$ cat src/rtl/fetch_stage_if.sv
// Signal bundle between the fetch stage and its environment (hazard unit, EX redirect,
// instruction memory, and the IF/ID consumer).
interface fetch_stage_if;
    logic        stall_i;
    logic        redirect_i;
    logic [31:0] target_i;
    logic [31:0] imem_addr_o;
    logic [31:0] imem_rd_i;
    logic [31:0] ifid_instr_o;
    logic [31:0] ifid_pc_o;
    logic [31:0] ifid_pc_plus4_o;
    logic        ifid_valid_o;
    logic [31:0] fetch_count_o;

    modport master (
        input  stall_i, redirect_i, target_i, imem_rd_i,
        output imem_addr_o, ifid_instr_o, ifid_pc_o, ifid_pc_plus4_o,
        output ifid_valid_o, fetch_count_o
    );

    modport slave (
        output stall_i, redirect_i, target_i, imem_rd_i,
        input  imem_addr_o, ifid_instr_o, ifid_pc_o, ifid_pc_plus4_o,
        input  ifid_valid_o, fetch_count_o
    );
endinterface

$ cat src/rtl/fetch_stage.sv
// Instruction fetch stage: PC register, IF/ID pipeline register and accepted-fetch counter.
// One BOOT cycle after reset fetches RESET_PC but inserts a bubble before normal operation.
module fetch_stage #(
    parameter logic [31:0] RESET_PC  = 32'h0000_0000,
    parameter logic [31:0] NOP_INSTR = 32'h0000_0013
) (
    input  logic          clk,
    input  logic          rst,
    fetch_stage_if.master bus
);
    typedef enum logic {ST_BOOT, ST_RUN} state_t;

    state_t      r_state, w_state_next;
    logic [31:0] r_pc, w_pc_next;
    logic [31:0] r_instr, w_instr_next;
    logic [31:0] r_ifid_pc, w_ifid_pc_next;
    logic [31:0] r_ifid_pc4, w_ifid_pc4_next;
    logic        r_valid, w_valid_next;
    logic [31:0] r_count, w_count_next;
    logic [31:0] w_pc_plus4;

    assign w_pc_plus4 = r_pc + 32'd4;

    always_comb begin
        w_state_next    = r_state;
        w_pc_next       = r_pc;
        w_instr_next    = r_instr;
        w_ifid_pc_next  = r_ifid_pc;
        w_ifid_pc4_next = r_ifid_pc4;
        w_valid_next    = r_valid;
        w_count_next    = r_count;
        case (r_state)
            ST_BOOT: begin
                // PC stays on RESET_PC so the first real fetch happens in RUN.
                w_state_next    = ST_RUN;
                w_instr_next    = NOP_INSTR;
                w_ifid_pc_next  = 32'd0;
                w_ifid_pc4_next = 32'd0;
                w_valid_next    = 1'b0;
            end
            default: begin
                if (bus.redirect_i) begin
                    w_pc_next       = {bus.target_i[31:2], 2'b00};
                    w_instr_next    = NOP_INSTR;
                    w_ifid_pc_next  = 32'd0;
                    w_ifid_pc4_next = 32'd0;
                    w_valid_next    = 1'b0;
                end else if (!bus.stall_i) begin
                    w_pc_next       = w_pc_plus4;
                    w_instr_next    = bus.imem_rd_i;
                    w_ifid_pc_next  = r_pc;
                    w_ifid_pc4_next = w_pc_plus4;
                    w_valid_next    = 1'b1;
                    w_count_next    = r_count + 32'd1;
                end
            end
        endcase
    end

    always_ff @(posedge clk) begin
        if (rst) begin
            r_state    <= ST_BOOT;
            r_pc       <= RESET_PC;
            r_instr    <= NOP_INSTR;
            r_ifid_pc  <= 32'd0;
            r_ifid_pc4 <= 32'd0;
            r_valid    <= 1'b0;
            r_count    <= 32'd0;
        end else begin
            r_state    <= w_state_next;
            r_pc       <= w_pc_next;
            r_instr    <= w_instr_next;
            r_ifid_pc  <= w_ifid_pc_next;
            r_ifid_pc4 <= w_ifid_pc4_next;
            r_valid    <= w_valid_next;
            r_count    <= w_count_next;
        end
    end

    assign bus.imem_addr_o     = r_pc;
    assign bus.ifid_instr_o    = r_instr;
    assign bus.ifid_pc_o       = r_ifid_pc;
    assign bus.ifid_pc_plus4_o = r_ifid_pc4;
    assign bus.ifid_valid_o    = r_valid;
    assign bus.fetch_count_o   = r_count;
endmodule

$ cat src/flat_wrapper.sv
// flat-port wrapper written by rule: the top's interface ports become plain ports
module fetch_stage_flat 
#(
    parameter logic [31:0] RESET_PC  = 32'h0000_0000,
    parameter logic [31:0] NOP_INSTR = 32'h0000_0013
)
  (clk, rst, bus_stall_i, bus_redirect_i, bus_target_i, bus_imem_rd_i, bus_imem_addr_o, bus_ifid_instr_o, bus_ifid_pc_o, bus_ifid_pc_plus4_o, bus_ifid_valid_o, bus_fetch_count_o);
  fetch_stage_if bus_i ();
  input  logic clk;
  input  logic rst;
  input wire logic [$bits(bus_i.stall_i)-1:0] bus_stall_i;
  input wire logic [$bits(bus_i.redirect_i)-1:0] bus_redirect_i;
  input wire logic [$bits(bus_i.target_i)-1:0] bus_target_i;
  input wire logic [$bits(bus_i.imem_rd_i)-1:0] bus_imem_rd_i;
  output wire logic [$bits(bus_i.imem_addr_o)-1:0] bus_imem_addr_o;
  output wire logic [$bits(bus_i.ifid_instr_o)-1:0] bus_ifid_instr_o;
  output wire logic [$bits(bus_i.ifid_pc_o)-1:0] bus_ifid_pc_o;
  output wire logic [$bits(bus_i.ifid_pc_plus4_o)-1:0] bus_ifid_pc_plus4_o;
  output wire logic [$bits(bus_i.ifid_valid_o)-1:0] bus_ifid_valid_o;
  output wire logic [$bits(bus_i.fetch_count_o)-1:0] bus_fetch_count_o;
  assign bus_i.stall_i = bus_stall_i;
  assign bus_i.redirect_i = bus_redirect_i;
  assign bus_i.target_i = bus_target_i;
  assign bus_i.imem_rd_i = bus_imem_rd_i;
  assign bus_imem_addr_o = bus_i.imem_addr_o;
  assign bus_ifid_instr_o = bus_i.ifid_instr_o;
  assign bus_ifid_pc_o = bus_i.ifid_pc_o;
  assign bus_ifid_pc_plus4_o = bus_i.ifid_pc_plus4_o;
  assign bus_ifid_valid_o = bus_i.ifid_valid_o;
  assign bus_fetch_count_o = bus_i.fetch_count_o;
  fetch_stage #(.RESET_PC(RESET_PC), .NOP_INSTR(NOP_INSTR)) u_core (.clk(clk), .rst(rst), .bus(bus_i));
endmodule
$ cat config.mk
export PLATFORM = sky130hd
export DESIGN_NAME = fetch_stage_flat
export DESIGN_NICKNAME = d
export VERILOG_FILES = /design/src/rtl/fetch_stage_if.sv /design/src/rtl/fetch_stage.sv /design/src/flat_wrapper.sv
export SDC_FILE = /design/constraint.sdc
export NUM_CORES = 1
export LEC_CHECK = 0
export BUFFER_PORTS_ARGS = -buffer_cell sky130_fd_sc_hd__buf_2
export CAP_MARGIN = 0
export CORE_AREA = 3 3 137 139
export DETAILED_ROUTE_END_ITERATION = 12
export DIE_AREA = 0 0 140 142
export SLEW_MARGIN = 10
export SYNTH_ARGS = -nofsm -noshare
export SYNTH_HDL_FRONTEND = slang
export SYNTH_SLANG_ARGS = --single-unit
$ cat constraint.sdc
create_clock -name clk -period 2.8 [get_ports clk]
set_input_delay 0.56 -clock clk [delete_from_list [all_inputs] [get_ports clk]]
set_output_delay 0.56 -clock clk [all_outputs]
set_load 0.03 [all_outputs]
After elaboration in Yosys (flattened, before gate mapping)
Index checks and enable logic that the tools add are counted.

Add/subtract/negate cells: 2. Multiply operators: 0. Div/mod/pow operators: 0. Order comparisons: 0. Equality and inequality tests: 1. Shifts and indexed selects: 0. Multiplexer cells: 3. Bitwise operators: 3. Reductions and logical operators: 3.

Operator list (count): $mux W32 (2); $add A32 B1 Y32 const B (1); $add A32 B3 Y32 const B (1); $not A1 Y1 (3); $reduce_and A3 Y1 (1); $reduce_or A3 Y1 (1); $ne A2 B1 Y1 const B (1); $reduce_and A2 Y1 (1); $mux W1 (1).

Register bits after elaboration: 162. Bits in latches: 0. Memory bits (writable): 0. Bits in read-only memories: 0. Input port bits: 68. Output and inout port bits: 161. Logic and storage cells: 19. Memories: 0.

Logic depth before layout (Yosys ltp)
Gate-level depths: netlist (run 1).

Depth after elaboration: 3. Mapped depth: 8. Gate-level depth less buffers: 6.

Worst setup path before layout (run 1)
No wires, ideal clock.

Kind: reg-to-reg. Start point: reg u_core.r_pc[2], in the netlist u_core.bus.imem_addr_o[2]. End point: reg u_core.r_pc[28], in the netlist u_core.bus.imem_addr_o[28]. Library setup time: 77 ps. Data arrival time: 2737 ps. Data required time: 2723 ps. Setup slack: -14 ps. Cell stages (with the launch flop): 9. Buffers on the path: 2. Clock period less this slack: 2814 ps. Cell sequence: dfxtp_1 -> ha_1 -> nand2_1 -> or3_1 -> clkbuf_2 -> or4_1 -> buf_2 -> or4b_1 -> a41oi_2.

Longest elaborated chain between the ends: 3.

Ends and longest elaborated chain: start: declaration (RTL line fetch_stage.sv:14) `logic [31:0] r_pc, w_pc_next;`; start signal: assignment (RTL line fetch_stage.sv:71) `r_pc <= w_pc_next;`; $add A32 B3 Y32 (RTL line fetch_stage.sv:22) `assign w_pc_plus4 = r_pc + 32'd4;`; $mux W32 (RTL line fetch_stage.sv:48) `end else if (!bus.stall_i) begin`; $mux W32 (RTL line fetch_stage.sv:42) `if (bus.redirect_i) begin`.

No other way between the ends. The select of a mux whose other input is x is not followed. A chain may end at the register's enable or synchronous reset.

Worst setup path after layout (run 1)
Same ends and word-level chain as after synthesis.

==> flow_summary.json, run 1 <==
{
  "ff_latch_area_um2": 3120,
  "grt_pass1_wl_um": 32300,
  "p_leak_nw": 3.97,
  "fin_setup_tns_ns": 0,
  "ys_top_cells_by_area": "dfxtp_1 45%, mux2i_1 9.9%, nor2_1 6.3%",
  "track_usage": 0.201,
  "fmax_mhz": 408,
  "peakVddDrop_uv": 431,
  "crit_path_start_kind": "register",
  "netlist.area_leader.share": 0.447,
  "drt_first_iter_violations": 506,
  "yosys.area_share.adder": 0.00358,
  "synth_edf_count": 0,
  "layout-drive-gt1-share": 0.295,
  "htreeDepth": 4,
  "gr-total-overflow": 0,
  "post-route-period-util": 0.875,
  "final_cell_mix": "219 x buf_2, 155 x dfxtp_1, 118 x nor2_1",
  "synth_top_family_by_area": "simple AND/OR/NAND/NOR gates",
  "grt_pass1_vias": 5925,
  "cts_setup_buffers": 0,
  "syn_to_final_growth_pct": 29.7,
  "n_antenna_cell": 0,
  "route.detailed.drc": 0,
  "cts_resized": 0,
  "placementRows": 49,
  "maxSlewViolCount": 0,
  "synth-xor-area-share": 0.0676,
  "cp_max_fo": 7,
  "nets": 1089,
  "hold_buffers": 0,
  "synth_ff_type": "dfxtp_1",
  "io_pins": 229,
  "rsz0062_at_grt": "false",
  "status": "finished, final reports clean",
  "die_x_um": 140,
  "max-slew-margin-rel": 0.303,
  "synth-compound-area-share": 0.113,
  "fillerInstances": 1748,
  "start_util": 0.393,
  "drv_cap": 0,
  "synth_area_leader_cell": "dfxtp_1",
  "clk_latency_ns": 0.42,
  "synth_cell_types": 58,
  "finalSetupViolations": 0,
  "vias_per_cell": 5.12,
  "dieHeight_um": 142,
  "clkSinkCount": 156,
  "fin_util": 0.510,
  "yosysWarningCount": 0,
  "arrival_ns": 2.80,
  "ys_seq_area_frac": 0.447,
  "fin_crit_ns": 2.45,
  "root_buffer": "clkbuf_16",
  "synth_area_um2": 6990,
  "synth.area.mux_share": 0.102,
  "powerDensity_nw_per_um2": 586,
  "final_common_cell": "buf_2",
  "worst_hold_path_type": "in -> reg",
  "port_buffers": 220,
  "synth-seq-cells": 156,
  "die_area_um2": 19900,
  "gp_congestion": 0.809,
  "dpl.hpwl_um": 14400,
  "finalHoldViolations": 0,
  "antenna_found_initial": 0,
  "clkTransAtPathRegs_ns": 0.07,
  "drt_wl_total_um": 20300,
  "syn_inst": 807,
  "async_flop_share": 0,
  "cp_data_required_time_ns": 3.15,
  "grt_max_degree": 69,
  "wl_per_cell_um": 16.1,
  "numCtsBuffers": 17,
  "antenna_left": 0,
  "final.setup_skew_ns": 0.0104,
  "critPathKind": "reg -> reg",
  "cts_max_path_buffers": 2,
  "cts_tree": "yes",
  "multi_input_area_um2": 3580,
  "syn_area_per_cell_um2": 8.67,
  "dr.pass1.iters": 5,
  "tightest_slew_ns": 1.05,
  "vias": 6458,
  "yosys.area_share.simple": 0.218,
  "core_area_um2": 17800,
  "end_kind": "register"
}
[worst max-delay path: stages, from the launching register on]
cell	delay, ns
dfxtp_2	0.33
ha_1	0.17
nand2_1	0.13
or3_1	0.38
or4_1	0.66
or4b_1	0.53
a41oi_2	0.16
[power by group]
group          switching [mW]  internal (mW)
combinational           0.332          0.192
clock                   0.967           1.51
sequential             0.0472           2.26
[per-stage QoR]
stage                     hold slack (ns)  setup slack [ns]  cells  power [mW]  area (um^2)
after global routing                0.346             0.197   1261        5.53         9070
final                               0.352             0.349   1261        5.31         9070
after floorplan                     0.567           0.00993    812        2.70         7010
after CTS                           0.335             0.362   1261        5.37         9070
after detailed placement            0.438             0.356   1229        2.89         8430
after global placement              0.430             0.390   1229        2.88         8430
[registers in the layout, indices dropped and copies added (netlist names)]
name	count
u_core.bus.fetch_count_o	32
u_core.bus.ifid_instr_o	32
u_core.bus.ifid_pc_o	30
u_core.bus.ifid_pc_plus4_o	30
u_core.bus.imem_addr_o	30
u_core.bus.ifid_valid_o	1
u_core.r_state	1
[cell families after synthesis]
logic type | count (synthesis)
AOI/OAI and AO/OA | 128
buffers and inverters | 81
and+or+nand+nor | 314
DFF | 156
xor gates and xnor gates | 54
muxes | 71
other | 1
adders and majority gates | 2
[cell usage after synthesis (4+ instances only)]
| cell | instances |
|---|---|
| a211oi_1 | 5 |
| a21oi_1 | 40 |
| a22o_1 | 5 |
| a22oi_1 | 4 |
| a31oi_1 | 12 |
| and3_1 | 15 |
| and4_1 | 9 |
| buf_2 | 5 |
| buf_4 | 7 |
| clkbuf_1 | 55 |
| dfxtp_1 | 156 |
| inv_1 | 8 |
| mux2i_1 | 69 |
| nand2_1 | 64 |
| nand3_1 | 33 |
| nand3b_1 | 4 |
| nand4_1 | 13 |
| nor2_1 | 118 |
| nor2b_1 | 4 |
| nor3_1 | 13 |
| nor4_1 | 16 |
| o21a_1 | 5 |
| o21ai_0 | 34 |
| or3_1 | 8 |
| xnor2_1 | 36 |
| xor2_1 | 18 |
[per-layer routing]
| metal | global-route usage | vias up | wire, um |
|---|---|---|---|
| met1 | 0.270 | 3009 | 9210 |
| met3 | 0.0464 | 22 | 1270 |
| met4 | 0.0678 | 0 | 383 |
| li1 | - | 3237 | - |
| met2 | 0.322 | 190 | 9460 |
| met5 | 0 | - | 0 |
[cell type report]
| class | count | area share |
|---|---|---|
| multi-input combinational | 575 | 0.394 |
| sequential | 156 | 0.345 |
| timing repair buffer | 259 | 0.155 |
| clock buffer | 21 | 0.0530 |
| tap | 229 | 0.0316 |
| clock inverter | 11 | 0.0170 |
| inverter | 10 | 0.00414 |
[final timing paths]
kind	cells after the start	slack (ns)	start	end
setup / recovery	6	0.35	u_core.bus.imem_addr_o[2]	u_core.bus.imem_addr_o[28]
hold / removal	3	0.35	bus_imem_rd_i[4]	u_core.bus.ifid_instr_o[4]
setup reg to reg	6	0.35	u_core.bus.imem_addr_o[2]	u_core.bus.imem_addr_o[28]
hold reg to reg	1	0.45	u_core.bus.ifid_valid_o	u_core.bus.ifid_valid_o
(Power assumes the default switching activity.)
==> run 2, diff against run 1 <==
- ABC_AREA: not set -> 1
- CORE_AREA: 3 3 137 139 -> 3 3 139 141
- DIE_AREA: 0 0 140 142 -> 0 0 142 144
- SETUP_SLACK_MARGIN: not set -> 0.5
==> run 2 against run 1 <==
  * Register-to-register slack better by 0.70 ns
  * Core utilization down 0.57 points
  * Global-route usage up 1.0 points
  * Cell count up 21%
  * Non-clock buffer count down 28
  * Synthesized cell count up 34%
  * First-iteration DRC count down 19%
  * Sequential share of layout area down 0.21 points
  * Clock-buffer cell count unchanged
  * Critical path type is now reg -> out
  * Critical endpoint is now bus_imem_addr_o[26]
==> flow_summary.json, run 2 <==
{
  "status": "finished, final reports clean",
  "crit_family": "flip-flops",
  "port_buffers": 220,
  "p_leak_nw": 4.18,
  "end_kind": "output pin",
  "arrival_ns": 1.21,
  "fmax_mhz": 566,
  "layout-drive-gt1-share": 0.221,
  "tightest_slew_ns": 0.614,
  "drt_first_iter_violations": 409,
  "synth_edf_count": 0,
  "post-route-period-util": 0.631,
  "yosysWarningCount": 0,
  "drv_cap": 0,
  "fin_crit_ns": 1.77,
  "yosys.area_share.simple": 0.313,
  "gp_congestion": 0.865,
  "route.detailed.drc": 0,
  "yosysMostFrequentCell": "nand2_1",
  "clkSinkCount": 156,
  "netlist.area_leader.share": 0.432,
  "gr-total-overflow": 0,
  "final_common_cell": "nand2_1",
  "synth-compound-area-share": 0.154,
  "vias_per_cell": 4.83,
  "clk_latency_ns": 0.42,
  "dpl.hpwl_um": 15700,
  "start_util": 0.400,
  "synth-xor-area-share": 0.0218,
  "whs_path_depth": 3,
  "reg2reg_depth": 10,
  "critPathKind": "reg -> out",
  "wl_per_cell_um": 14.5,
  "track_usage": 0.211,
  "slowest_delay_ns": 0.52,
  "n_antenna_cell": 0,
  "grt_max_degree": 47,
  "syn_inst": 1083,
  "cp_cell_sequence": "buf_2",
  "antenna_found_initial": 0,
  "io_pins": 229,
  "synth_common_cells": "321 x nand2_1, 167 x nor2_1, 156 x dfxtp_1",
  "fillerInstances": 1908,
  "peakVddDrop_uv": 424,
  "yosys.area_share.adder": 0.00346,
  "synth_top_family_by_area": "simple AND/OR/NAND/NOR gates",
  "cp_num_buf_inv": 1,
  "multi_input_area_um2": 3580,
  "max-slew-margin-rel": 0.590,
  "grt_pass1_vias": 6923,
  "syn_area_per_cell_um2": 6.67,
  "powerDensity_nw_per_um2": 588,
  "die_x_um": 142,
  "final.setup_skew_ns": 0.00957,
  "worst_hold_path_type": "in -> reg",
  "critPathSlowestCell": "dfxtp_1",
  "cts_setup_buffers": 0,
  "cts_max_path_buffers": 2,
  "htreeDepth": 4,
  "synth.area.mux_share": 0,
  "die_area_um2": 20400,
  "cts_tree": "yes",
  "cp_data_required_time_ns": 2.24,
  "async_flop_share": 0,
  "cp_max_fo": 8,
  "finalSetupViolations": 0,
  "crit_path_start_kind": "register",
  "ys_seq_area_frac": 0.432,
  "synth_area_leader_cell": "dfxtp_1",
  "numCtsBuffers": 17,
  "finalHoldViolations": 0,
  "fin_setup_tns_ns": 0,
  "synth_ff_type": "dfxtp_1",
  "synth-seq-cells": 156,
  "total_power_mw": 5.36,
  "hold_buffers": 0,
  "synth_area_um2": 7230,
  "antenna_left": 0,
  "root_buffer": "clkbuf_16",
  "drt_wl_total_um": 22200,
  "ys_top_cells_by_area": "dfxtp_1 43%, nand2_1 17%, a21oi_1 9.6%",
  "syn_to_final_growth_pct": 26.2,
  "grt_pass1_wl_um": 35200,
  "nets": 1354,
  "dieHeight_um": 144,
  "path_depth": 1,
  "maxSlewViolCount": 0,
  "dr.pass1.iters": 5,
  "synth_cell_types": 32,
  "vias": 7366,
  "clkTransAtPathRegs_ns": 0.07,
  "placementRows": 49,
  "cts_resized": 0,
  "core_area_um2": 18100,
  "rsz0062_at_grt": "false",
  "final_cell_mix": "321 x nand2_1, 219 x buf_2, 167 x nor2_1",
  "ff_latch_area_um2": 3120
}
[run 2: cell types whose count changed after synthesis, sizes merged, moves of 14 or more]
cell	previous run	this run
and3	15	1
clkbuf	56	34
nor4	16	0
mux2i	69	0
a21oi	40	139
inv	8	79
nand2	64	326
xnor2	36	6
nor2	118	179
o21ai	35	75
[run 2: metrics by stage]
step,area [um^2],instances,hold WS [ns],setup WS (ns),util
2_1_floorplan,7250,1088,0.576,1.08,-
3_3_place_gp,8490,1494,0.447,0.663,0.470
3_5_place_dp,8490,1494,0.447,0.668,0.470
4_1_cts,9120,1526,0.340,1.01,0.504
5_1_grt,9120,1526,0.348,0.864,0.504
6_report,9120,1526,0.360,1.03,0.504
[run 2: kinds of logic after synthesis]
logic type | count (synthesis)
other | 1
adder cells (fa/ha/maj) | 2
AND/OR/NAND/NOR | 552
XOR/XNOR | 18
flip-flops | 156
AO/OA/AOI/OAI | 220
buffers and inverters | 134
[run 2: layout make-up]
| cell class | count | share of cell area |
|---|---|---|
| Clock inverter | 11 | 0.0173 |
| Multi-Input combinational cell | 798 | 0.393 |
| Clock buffer | 21 | 0.0516 |
| Timing Repair Buffer | 231 | 0.131 |
| Tap cell | 229 | 0.0314 |
| Inverter | 80 | 0.0331 |
| Sequential cell | 156 | 0.342 |
[run 2: routing by layer]
metal	vias up	global-route usage	wire length, um	part of all wire
li1	3830	-	-	-
met3	36	0.0542	1460	0.066
met1	3291	0.275	9960	0.45
met5	-	0	0	0
met4	0	0.0768	529	0.024
met2	209	0.340	10200	0.46
[run 2: report_power, final]
group	switching [mW]	internal, mW	leakage, nW
combinational	0.378	0.161	2.61
sequential	0.0736	2.28	1.27
clock	0.979	1.49	0.301
[run 2: worst paths after layout]
| check | from | to | slack [ns] |
|---|---|---|---|
| worst max-delay path | u_core.bus.imem_addr_o[26] | bus_imem_addr_o[26] | 1.03 |
| worst min-delay path | bus_imem_rd_i[4] | u_core.bus.ifid_instr_o[4] | 0.36 |
| worst max register to register | u_core.bus.imem_addr_o[3] | u_core.bus.ifid_pc_plus4_o[30] | 1.05 |
| worst min register to register | u_core.bus.ifid_pc_o[15] | u_core.bus.ifid_pc_o[15] | 0.46 |
[run 2: worst min-delay path, stage by stage]
cell and delay, ns:
buf_2 0.07, nand2_1 0.04, nand3_1 0.07
==> run 3, diff against run 2 <==
- PLACE_DENSITY: not set -> 0.67
- clock period: 2.8 -> 1.4 ns (I/O delays scaled with it)
==> run 3 against run 2 <==
  * The run now ends with setup timing left
  * Routed wire length up 35%
  * Core utilization is 24 points higher
  * Register-to-register slack lost 1.2 ns
  * Total power is 110% higher
  * Setup slack got worse by 1.2 ns
  * Largest cell class unchanged
  * Largest power group is now sequential cells
==> flow_summary.json, run 3 (same netlist as run 2, synthesis figures left out) <==
{
  "port_buffers": 220,
  "clk_latency_ns": 0.44,
  "vias": 8977,
  "whs_ns": 0.0684,
  "fillerInstances": 1153,
  "clkTransAtPathRegs_ns": 0.07,
  "core_area_um2": 18100,
  "final_cell_mix": "258 x nand2_1, 220 x buf_6, 138 x buf_4",
  "critPathKind": "reg -> reg",
  "die_area_um2": 20400,
  "crit_path_start_kind": "register",
  "seqPwrFrac": 0.419,
  "fin_setup_tns_ns": -3.25,
  "critPathSlowestCell": "dfxtp_4",
  "timing.critical_path.mode_cell": "nand2_1",
  "cp_cell_sequence": "nand2_2, nor2_4, nand2_1, nor2_4, nand4_1, nand2_1, nand2_1, nor2_1",
  "peakVddDrop_uv": 884,
  "arrival_ns": 1.90,
  "drt_first_iter_violations": 543,
  "n_antenna_cell": 0,
  "maxSlewViolCount": 0,
  "htreeDepth": 4,
  "grt_pass1_vias": 8618,
  "rsz0062_at_grt": "true",
  "cp_max_fo": 5,
  "total_power_mw": 11.1,
  "nets": 1562,
  "cp_data_required_time_ns": 1.76,
  "violations": "setup timing",
  "final.setup_skew_ns": 0.0116,
  "comb_power_share": 0.175,
  "final_common_cell": "nand2_1",
  "status": "finished, violations left",
  "finalSetupViolations": 63,
  "vias_per_cell": 5.18,
  "syn_to_final_growth_pct": 87.4,
  "grt_max_degree": 62,
  "p_sw_mw": 3.36,
  "grt_pass1_wl_um": 43100,
  "root_buffer": "clkbuf_16",
  "route.detailed.drc": 0,
  "power_frac_clock": 0.407,
  "hold_buffers": 0,
  "io_pins": 229,
  "placementRows": 49,
  "finalHoldViolations": 0,
  "numCtsBuffers": 17,
  "p_leak_nw": 5.90,
  "powerDensity_nw_per_um2": 816,
  "antenna_left": 0,
  "post-route-period-util": 1.10,
  "slowest_delay_ns": 0.41,
  "instances_no_fill": 1734,
  "die_x_um": 142,
  "wl_per_cell_um": 17.3,
  "swShare": 0.304,
  "clkSinkCount": 156,
  "dieHeight_um": 144,
  "drt_wl_total_um": 30000,
  "gp_congestion": 0.868,
  "worst_hold_path_type": "in -> reg",
  "p_int_mw": 7.69,
  "cts_tree": "yes",
  "track_usage": 0.263,
  "antenna_found_initial": 1,
  "end_kind": "register",
  "dr.pass1.iters": 5,
  "cts_max_path_buffers": 2,
  "fin_crit_ns": 1.54,
  "finalWorstSetupSlack_ns": -0.139,
  "gr-total-overflow": 0,
  "start_util": 0.400,
  "layout-drive-gt1-share": 0.599,
  "fmax_mhz": 650,
  "dpl.hpwl_um": 17400,
  "drv_cap": 0,
  "placed_cells": 1579
}
[run 3: final timing paths]
check	cells past startpoint	from	slack, ns	endpoint
worst max-delay path	8	u_core.bus.fetch_count_o[11]	-0.14	u_core.bus.fetch_count_o[22]
worst min-delay path	3	bus_imem_rd_i[1]	0.07	u_core.bus.ifid_instr_o[1]
worst max register to register	8	u_core.bus.fetch_count_o[11]	-0.14	u_core.bus.fetch_count_o[22]
worst min register to register	1	u_core.bus.fetch_count_o[13]	0.45	u_core.bus.fetch_count_o[13]
[run 3: worst max-delay path, delay by kind of cell (launching register included)]
| kind | cells | cell delay (ns) |
|---|---|---|
| flip-flops | 1 | 0.41 |
| AND/OR/NAND/NOR | 8 | 1.07 |
[run 3: layout make-up]
class                   instances  area [um^2]  area share
multi-input cells             798         4770       0.352
repair buffers                439         4170       0.308
flip-flops and latches        156         3440       0.254
clock buffers                  17          425      0.0314
inverters                      80          328      0.0242
well taps                     229          287      0.0211
clock inverters                15          125     0.00924
[run 3: what timing repair did]
item,4_1_cts,5_1_grt
setup endpoints to repair,310,310
pin swaps,72,88
resized for setup,576,126
gates cloned,0,4
setup buffers,65,54
[run 3: power groups by stage]
stage | Sequential, mW | Clock, mW | Combinational, mW
detailed placement | 4.71 | 0 | 1.35
floorplan | 4.96 | 0 | 0.598
global route | 4.65 | 4.73 | 2.04
global placement | 4.71 | 0 | 1.34
finish | 4.63 | 4.50 | 1.93
CTS | 4.62 | 4.54 | 1.68
[run 3: through the flow]
step,area (um^2),setup slack [ns],utilization
after floorplan,8020,-0.0454,-
after global placement,9810,-0.167,0.542
after detailed placement,9810,-0.189,0.542
after CTS,12500,-0.0803,0.693
after global routing,13500,-0.222,0.749
final,13500,-0.139,0.749
[run 3: per-layer routing]
metal  vias up  GRT usage  routed length (um)
met1      4268      0.297               11100
li1       4259          -                   -
met5         -          0                   9
met2       369      0.478               15700
met4         2     0.0899                 915
met3        79     0.0724                2320
